--- src/rtl/adder_bist_pkg.sv ---
// adder_bist_pkg: shared types, sizes and golden full-adder model
// for the full-adder self-test block.
package adder_bist_pkg;

  localparam int VEC_W       = 3;
  localparam int NUM_VEC     = 8;
  localparam int ERR_W       = 4;
  localparam int MAX_LATENCY = 3;
  localparam int PCNT_W      = 4;
  localparam int DCNT_W      = $clog2(MAX_LATENCY + 1);

  typedef enum logic [1:0] {
    IDLE,
    DRIVE,
    DRAIN,
    DONE
  } state_t;

  typedef logic [VEC_W-1:0] vec_t;

  // Vector is {a,b,cin}; result is {sum,cout}.
  function automatic logic [1:0] golden(
    input vec_t v
  );
    logic a;
    logic b;
    logic c;
    {a, b, c} = v;
    return {a ^ b ^ c, (a & b) | (a & c) | (b & c)};
  endfunction

endpackage

--- src/rtl/adder_bist_if.sv ---
// adder_bist_if: stimulus, result and status bundle between the
// self-test block (master) and its adder/host side (slave).
interface adder_bist_if;
  import adder_bist_pkg::*;

  logic               start;
  logic               stim_a;
  logic               stim_b;
  logic               stim_cin;
  logic               dut_sum;
  logic               dut_cout;
  logic               busy;
  logic               done;
  logic               pass;
  logic [ERR_W-1:0]   err_count;
  logic [NUM_VEC-1:0] fail_vec;

  modport master (
    input  start,
    input  dut_sum,
    input  dut_cout,
    output stim_a,
    output stim_b,
    output stim_cin,
    output busy,
    output done,
    output pass,
    output err_count,
    output fail_vec
  );

  modport slave (
    output start,
    output dut_sum,
    output dut_cout,
    input  stim_a,
    input  stim_b,
    input  stim_cin,
    input  busy,
    input  done,
    input  pass,
    input  err_count,
    input  fail_vec
  );

endinterface

--- src/rtl/adder_bist_ref.sv ---
// adder_bist_ref: golden model behind a vector/valid delay line so
// expected results line up with a LATENCY-cycle adder.
// Ports: clk, rst (sync, high), flush (drop in-flight tags),
//   in_vec/in_valid (driven vector), exp_sc ({sum,cout} expected),
//   out_vec/out_valid (vector tag emerging after LATENCY cycles).
module adder_bist_ref
  import adder_bist_pkg::*;
#(
  parameter int LATENCY = 0
) (
  input  logic       clk,
  input  logic       rst,
  input  logic       flush,
  input  vec_t       in_vec,
  input  logic       in_valid,
  output logic [1:0] exp_sc,
  output vec_t       out_vec,
  output logic       out_valid
);

  generate
    if (LATENCY == 0) begin : g_comb
      logic unused_ok;
      assign unused_ok = &{1'b0, clk, rst};
      assign out_vec   = in_vec;
      assign out_valid = in_valid & ~flush;
    end else begin : g_pipe
      vec_t               vec_q [LATENCY];
      logic [LATENCY-1:0] val_q;

      always_ff @(posedge clk) begin
        if (rst || flush) begin
          val_q <= '0;
        end else begin
          val_q[0] <= in_valid;
          for (int i = 1; i < LATENCY; i++) begin
            val_q[i] <= val_q[i-1];
          end
        end
      end

      always_ff @(posedge clk) begin
        vec_q[0] <= in_vec;
        for (int i = 1; i < LATENCY; i++) begin
          vec_q[i] <= vec_q[i-1];
        end
      end

      assign out_vec   = vec_q[LATENCY-1];
      assign out_valid = val_q[LATENCY-1];
    end
  endgenerate

  assign exp_sc = golden(out_vec);

endmodule

--- src/rtl/adder_bist.sv ---
// adder_bist: exhaustive self-test initiator for a 1-bit full adder.
// Sweeps {a,b,cin}, checks {sum,cout}, reports errors per vector.
// Ports: clk, rst (sync, high); bus (master): start, stim_a/b/cin,
//   dut_sum/cout, busy, done, pass, err_count, fail_vec.
// Params: DUT_LATENCY (0..3), PASSES (1..15).
// Option: ADDER_BIST_STOP_ON_FAIL_EN ends the run at first mismatch.
module adder_bist
  import adder_bist_pkg::*;
#(
  parameter int DUT_LATENCY = 0,
  parameter int PASSES      = 1
) (
  input  logic        clk,
  input  logic        rst,
  adder_bist_if.master bus
);

  state_t             state_q;
  state_t             state_d;
  vec_t               vec_q;
  logic [PCNT_W-1:0]  pcnt_q;
  logic [DCNT_W-1:0]  dcnt_q;
  logic [ERR_W-1:0]   err_q;
  logic [NUM_VEC-1:0] fail_q;
  logic               done_q;

  logic       busy;
  logic       drive;
  logic       idle_like;
  logic       start_ok;
  logic       vec_wrap;
  logic       last_vec;
  logic       drain_end;
  logic [1:0] exp_sc;
  vec_t       cmp_vec;
  logic       cmp_valid;
  logic       mism;

  assign drive     = state_q == DRIVE;
  assign busy      = drive || (state_q == DRAIN);
  assign idle_like = (state_q == IDLE) || (state_q == DONE);
  assign start_ok  = bus.start && idle_like;
  assign vec_wrap  = vec_q == VEC_W'(NUM_VEC - 1);
  assign last_vec  = vec_wrap && (pcnt_q == PCNT_W'(PASSES - 1));
  assign drain_end = dcnt_q == DCNT_W'(DUT_LATENCY - 1);

  adder_bist_ref #(
    .LATENCY (DUT_LATENCY)
  ) u_ref (
    .clk       (clk),
    .rst       (rst),
    .flush     (idle_like),
    .in_vec    (vec_q),
    .in_valid  (drive),
    .exp_sc    (exp_sc),
    .out_vec   (cmp_vec),
    .out_valid (cmp_valid)
  );

  // Tags still in flight after an early stop land in DONE
  // and are ignored by the busy gate.
  assign mism = cmp_valid && busy
             && ({bus.dut_sum, bus.dut_cout} != exp_sc);

  always_comb begin
    state_d = state_q;
    unique case (state_q)
      IDLE: begin
        if (bus.start) state_d = DRIVE;
      end
      DRIVE: begin
        if (last_vec) begin
          state_d = (DUT_LATENCY == 0) ? DONE : DRAIN;
        end
      end
      DRAIN: begin
        if (drain_end) state_d = DONE;
      end
      DONE: begin
        if (bus.start) state_d = DRIVE;
      end
      default: state_d = IDLE;
    endcase
`ifdef ADDER_BIST_STOP_ON_FAIL_EN
    if (mism) state_d = DONE;
`endif
  end

  always_ff @(posedge clk) begin
    if (rst) begin
      state_q <= IDLE;
      vec_q   <= '0;
      pcnt_q  <= '0;
      dcnt_q  <= '0;
      err_q   <= '0;
      fail_q  <= '0;
      done_q  <= 1'b0;
    end else begin
      state_q <= state_d;
      if (start_ok) begin
        vec_q  <= '0;
        pcnt_q <= '0;
        dcnt_q <= '0;
        err_q  <= '0;
        fail_q <= '0;
        done_q <= 1'b0;
      end else begin
        if (drive) begin
          vec_q <= vec_q + 1'b1;
          if (vec_wrap) pcnt_q <= pcnt_q + 1'b1;
        end
        if (state_q == DRAIN) begin
          dcnt_q <= dcnt_q + 1'b1;
        end else begin
          dcnt_q <= '0;
        end
        if (mism) begin
          if (err_q != '1) err_q <= err_q + 1'b1;
          fail_q[cmp_vec] <= 1'b1;
        end
        // done trails the DONE state by one edge and is sticky.
        if (state_q == DONE) done_q <= 1'b1;
      end
    end
  end

  assign {bus.stim_a, bus.stim_b, bus.stim_cin} = drive ? vec_q : '0;

  assign bus.busy      = busy;
  assign bus.done      = done_q;
  assign bus.pass      = done_q && (err_q == '0);
  assign bus.err_count = err_q;
  assign bus.fail_vec  = fail_q;

endmodule

--- src/flat_wrapper.sv ---
// flat-port wrapper written by rule: the top's interface ports become plain ports
module adder_bist_flat import adder_bist_pkg::*;
#(
  parameter int DUT_LATENCY = 0,
  parameter int PASSES      = 1
)
  (clk, rst, bus_start, bus_dut_sum, bus_dut_cout, bus_stim_a, bus_stim_b, bus_stim_cin, bus_busy, bus_done, bus_pass, bus_err_count, bus_fail_vec);
  adder_bist_if bus_i ();
  input  logic clk;
  input  logic rst;
  input wire logic [$bits(bus_i.start)-1:0] bus_start;
  input wire logic [$bits(bus_i.dut_sum)-1:0] bus_dut_sum;
  input wire logic [$bits(bus_i.dut_cout)-1:0] bus_dut_cout;
  output wire logic [$bits(bus_i.stim_a)-1:0] bus_stim_a;
  output wire logic [$bits(bus_i.stim_b)-1:0] bus_stim_b;
  output wire logic [$bits(bus_i.stim_cin)-1:0] bus_stim_cin;
  output wire logic [$bits(bus_i.busy)-1:0] bus_busy;
  output wire logic [$bits(bus_i.done)-1:0] bus_done;
  output wire logic [$bits(bus_i.pass)-1:0] bus_pass;
  output wire logic [$bits(bus_i.err_count)-1:0] bus_err_count;
  output wire logic [$bits(bus_i.fail_vec)-1:0] bus_fail_vec;
  assign bus_i.start = bus_start;
  assign bus_i.dut_sum = bus_dut_sum;
  assign bus_i.dut_cout = bus_dut_cout;
  assign bus_stim_a = bus_i.stim_a;
  assign bus_stim_b = bus_i.stim_b;
  assign bus_stim_cin = bus_i.stim_cin;
  assign bus_busy = bus_i.busy;
  assign bus_done = bus_i.done;
  assign bus_pass = bus_i.pass;
  assign bus_err_count = bus_i.err_count;
  assign bus_fail_vec = bus_i.fail_vec;
  adder_bist #(.DUT_LATENCY(DUT_LATENCY), .PASSES(PASSES)) u_core (.clk(clk), .rst(rst), .bus(bus_i));
endmodule
--- config.mk ---
export PLATFORM = sky130hd
export DESIGN_NAME = adder_bist_flat
export DESIGN_NICKNAME = d
export VERILOG_FILES = /design/src/rtl/adder_bist_pkg.sv /design/src/rtl/adder_bist_if.sv /design/src/rtl/adder_bist_ref.sv /design/src/rtl/adder_bist.sv /design/src/flat_wrapper.sv
export SDC_FILE = /design/constraint.sdc
export NUM_CORES = 1
export LEC_CHECK = 0
export CAP_MARGIN = 20
export CORE_MARGIN = 2
export CORE_UTILIZATION = 50
export DETAILED_ROUTE_END_ITERATION = 10
export GPL_TIMING_DRIVEN = 0
export PLACE_DENSITY = 0.79
export SETUP_SLACK_MARGIN = 0.2
export SYNTH_ARGS = -nofsm -noshare
export SYNTH_HDL_FRONTEND = slang
export SYNTH_SLANG_ARGS = --single-unit
--- constraint.sdc ---
create_clock -name clk -period 2.95 [get_ports clk]
set_input_delay 0.295 -clock clk [delete_from_list [all_inputs] [get_ports clk]]
set_output_delay 0.295 -clock clk [all_outputs]
set_load 0.03 [all_outputs]
==> summary.md <==
| Metric | Value |
|---|---|
| Synthesized instance count | 128 |
| Max-slew headroom | between 50% and 60% |
| Maximum net fanout on the critical path | 10 |
| Crit path time final | 2350 ps |
| Layout Cells excl Fill | ~180 |
| Most common flop cell mapped by yosys | dfxtp_1 |
| Fillers | 200 |
| H-Tree Depth | 1 |
| CP bufs+invs | 2 |
| Core Region | about 2200 um^2 |
| CP Class | reg -> reg |
| Gate power share | about two fifths |
| Reg2reg path depth | 7 |
| Synth warnings | 0 |
| Post-synthesis mux area share | 1.68% |
| Starting Density | between 50% and 60% |
| Number of diodes | 0 |
| Share of cells above drive strength 1 | between 3 and 4% |
| Critical Path, Cell by Cell | clkbuf_1 -> inv_1 -> fa_1 -> xnor2_1 -> o21ai_1 -> nor3b_1 -> a211oi_1 |
| Setup crit start kind | register |
| Crit path depth | 7 |
| Gr usage total | 19.2% |
| GPL Wtd Cong | 0.764 |
| RSZ-0062 raised after global routing | false |
| Setup TNS | 0 ps |
| Area post-placement | about 1400 um^2 |
| Final Cell Area | 1500 um^2 |
| CP endpoint kind | register |
| Vias per inst | 5.23 |
| Critical Path End | u_core.bus.err_count[3] |
| Die H | between 50 and 60 um |
| Max incr delay on CP | 500 ps |
| Critical path data required time | around 3200 ps |
| Die area | 2790 um^2 |
| Post-synthesis async set-or-reset flop share | 0% |
| Share of power burned in registers | between 30% and 40% |
| Sequential cell area fraction in the yosys report | between 40% and 50% |
| Routed wire length | 2330 um |
| CTS Buf Count | 3 |
| Routed WL per cell | ~13 um |
| Worst path top cell family by delay | compound AO/OA/AOI/OAI gates |
| Slew at the pin closest to its max-slew limit | 748 ps |
| DPL Wire Length | between 1500 and 2000 um |
| First-pass GRT wire length | about 4000 um |
| Fmax achieved | about 0.43 GHz |
| Via count | ~950 |
| Critical Path Source | u_core.vec_q[0] |
| TritonCTS clock tree | built |
| Worst Skew | 3.09 ps |
| Largest net degree at the start of global routing | 15 |
| Synthesized cell area | roughly 1200 um^2 |
| Worst VDD drop | between 0.4 and 0.5 mV |
| Clock share of power | approximately a quarter |
| Cts hold-fix bufs | 0 |
| Distinct cells, synth | 31 |
| CTS resizes | 0 |
| Port-buffer cells | 22 |
| Drt initial violations | 19 |
| Area growth from synthesis to layout | 25.8% |
| Vias in the first global route | roughly 900 |
| Clk Latency, worst-skew pair | 310 ps |
| Fin. max-slew vios | 0 |
| Power Density | 674 nW/um^2 |
| Synth area leaders | dfxtp_1 (40%), ha_1 (16%), nor2_1 (5.0%), inv_1 (3.8%), xnor2_1 (3.7%) |
| Worst Path Arrival | roughly 2600 ps |
| Post-synthesis simple-gate area fraction | between 10% and 20% |
| Post-CTS setup buffer count | 0 |
| Post-synthesis compound-gate area fraction | 12.4% |
| Syn Nets | 149 |
| Post-synth EDFFs | 0 |
| Die Wd | between 50 and 60 um |
| Clock buffer depth | 2 |
| # nets final | between 150 and 200 |
| Clock Root Buffer | clkbuf_4 |
| HP Class | reg -> reg |
| Worst R2R Setup Slack | roughly 600 ps |
| Worst r2r src | u_core.vec_q[0] |
| Net Sw Power | 368 uW |
| Final period utilization | approximately four fifths |
| Outcome | finished clean |
| Io pins | 23 |
| Worst path slowest cell | fa_1 |
| Final Hold Viols | 0 |
| First-pass detailed-route iteration total | 4 |
| Main combinational cell family by area after synthesis | simple AND/OR/NAND/NOR gates |
| Sink Count | 24 |
| Synth top area share | 40.3% |
| P_int | ~640 uW |
| Net Sw Frac | between 30% and 40% |
| Number of remaining DRC errors | 0 |
| Post-Synth Adder-Cell Area | about 17% |
| Cell taking the most area after synthesis | dfxtp_1 |
| Leak | about 0.58 nW |
| Maxcap violations | 0 |
| # placed instances | 178 |
| Final setup vio count | 0 |
| ANT nets after route | 0 |
| Num rows | 17 |
| Gr ovfl total | 0 |
| Clock transition at path regs | ~140 ps |
| Xor/xnor share of the synthesized area | 4.40% |
| Seq cells post-synth | 24 |
| Initial antenna violation count | 0 |
| Reg2Reg Capture Point | u_core.bus.err_count[3] |
| Avg Synthesized Cell Area | a little over 9 um^2 |
[final cells by class]
class	count	area, um^2	area share, %
clock inverter	1	30.0	2.00
timing repair buffer	22	220	14.7
multi-input combinational	87	644	42.9
clock buffer	3	22.5	1.50
buffer	5	23.8	1.58
inverter	12	45.0	3.00
sequential	24	480	32.0
tap	28	35.0	2.33
[flip-flops by register name, summed over array words and instances (netlist names)]
signal                count
u_core.bus.done           1
u_core.pcnt_q             4
u_core.bus.fail_vec       8
u_core.bus.err_count      4
u_core.state_q            2
u_core.dcnt_q             2
u_core.vec_q              3
[cells by family after synthesis]
logic type               count (synthesis)
AND/OR/NAND/NOR                         42
flip-flops                              24
AO/OA/AOI/OAI                           21
buffers and inverters                   17
adder cells (fa/ha/maj)                 16
XOR/XNOR                                 6
multiplexers                             2
[metrics by stage]
step	hold slack, ps	total power, mW	util, %	worst slack [ps]
4_1_cts	429	1.02	67.2	597
3_5_place_dp	411	0.780	64.9	639
3_3_place_gp	406	0.768	64.9	658
2_1_floorplan	367	0.663	-	883
5_1_grt	441	1.08	67.2	420
6_report	423	1.01	67.2	605
[worst reg2reg max path, cell delays in order, from the launching register on]
cell and delay, ps:
dfxtp_1 380, clkbuf_1 370, inv_1 120, fa_1 500, xnor2_1 160, o21ai_1 410
nor3b_1 100, a211oi_1 220
[metal layers]
metal | track usage [%] | up-vias | wire length, um
met4 | 7.69 | 0 | 26
met5 | 0 | - | 0
met2 | 31.0 | 25 | 1070
li1 | - | 486 | -
met3 | 2.82 | 2 | 97
met1 | 25.7 | 438 | 1130
[how the worst min path moves through the flow]
| stage | startpoint | cells after the start | slack (ps) | end |
|---|---|---|---|---|
| 6_report | u_core.dcnt_q[0] | 1 | 420 | u_core.dcnt_q[0] |
| 5_1_grt | u_core.dcnt_q[0] | 1 | 440 | u_core.dcnt_q[0] |
| 4_1_cts | u_core.dcnt_q[0] | 1 | 430 | u_core.dcnt_q[0] |
| 3_5_place_dp | u_core.dcnt_q[0] | 1 | 410 | u_core.dcnt_q[0] |
| 3_3_place_gp | u_core.dcnt_q[0] | 1 | 410 | u_core.dcnt_q[0] |
| 2_1_floorplan | rst | 1 | 370 | u_core.state_q[0] |
[power by group through the flow]
stage / combinational [mW] / clock (mW) / sequential (mW)
after floorplan: 0.250 / 0 / 0.413
after global placement: 0.375 / 0 / 0.393
after detailed placement: 0.386 / 0 / 0.394
after CTS: 0.387 / 0.244 / 0.387
after global routing: 0.429 / 0.255 / 0.393
final: 0.387 / 0.238 / 0.387
[synth_stat cells, drive strengths merged (2+ instances only)]
| library cell | n |
|---|---|
| a211oi | 2 |
| a21oi | 3 |
| a31oi | 2 |
| a41oi | 4 |
| and2 | 3 |
| and3 | 2 |
| buf | 2 |
| clkbuf | 3 |
| dfxtp | 24 |
| ha | 15 |
| inv | 12 |
| mux2i | 2 |
| nand2 | 5 |
| nand3 | 5 |
| nor2 | 16 |
| nor3 | 2 |
| nor3b | 5 |
| o21a | 4 |
| o21ai | 3 |
| xnor2 | 5 |
[cell usage in the layout, fill, tap and decap left out, types with 3 or more instances in the layout]
| cell | instances |
|---|---|
| clkbuf_1 | 3 |
| a41oi_1 | 4 |
| nand3_1 | 5 |
| clkdlybuf4s50_1 | 22 |
| a21oi_1 | 3 |
| nor3b_1 | 5 |
| inv_1 | 12 |
| nand2_1 | 5 |
| ha_1 | 15 |
| nor2_1 | 16 |
| o21a_1 | 4 |
| clkbuf_4 | 3 |
| dfxtp_1 | 24 |
| and2_1 | 3 |
| xnor2_1 | 5 |
Note: power is estimated with default switching activity, not from simulation.
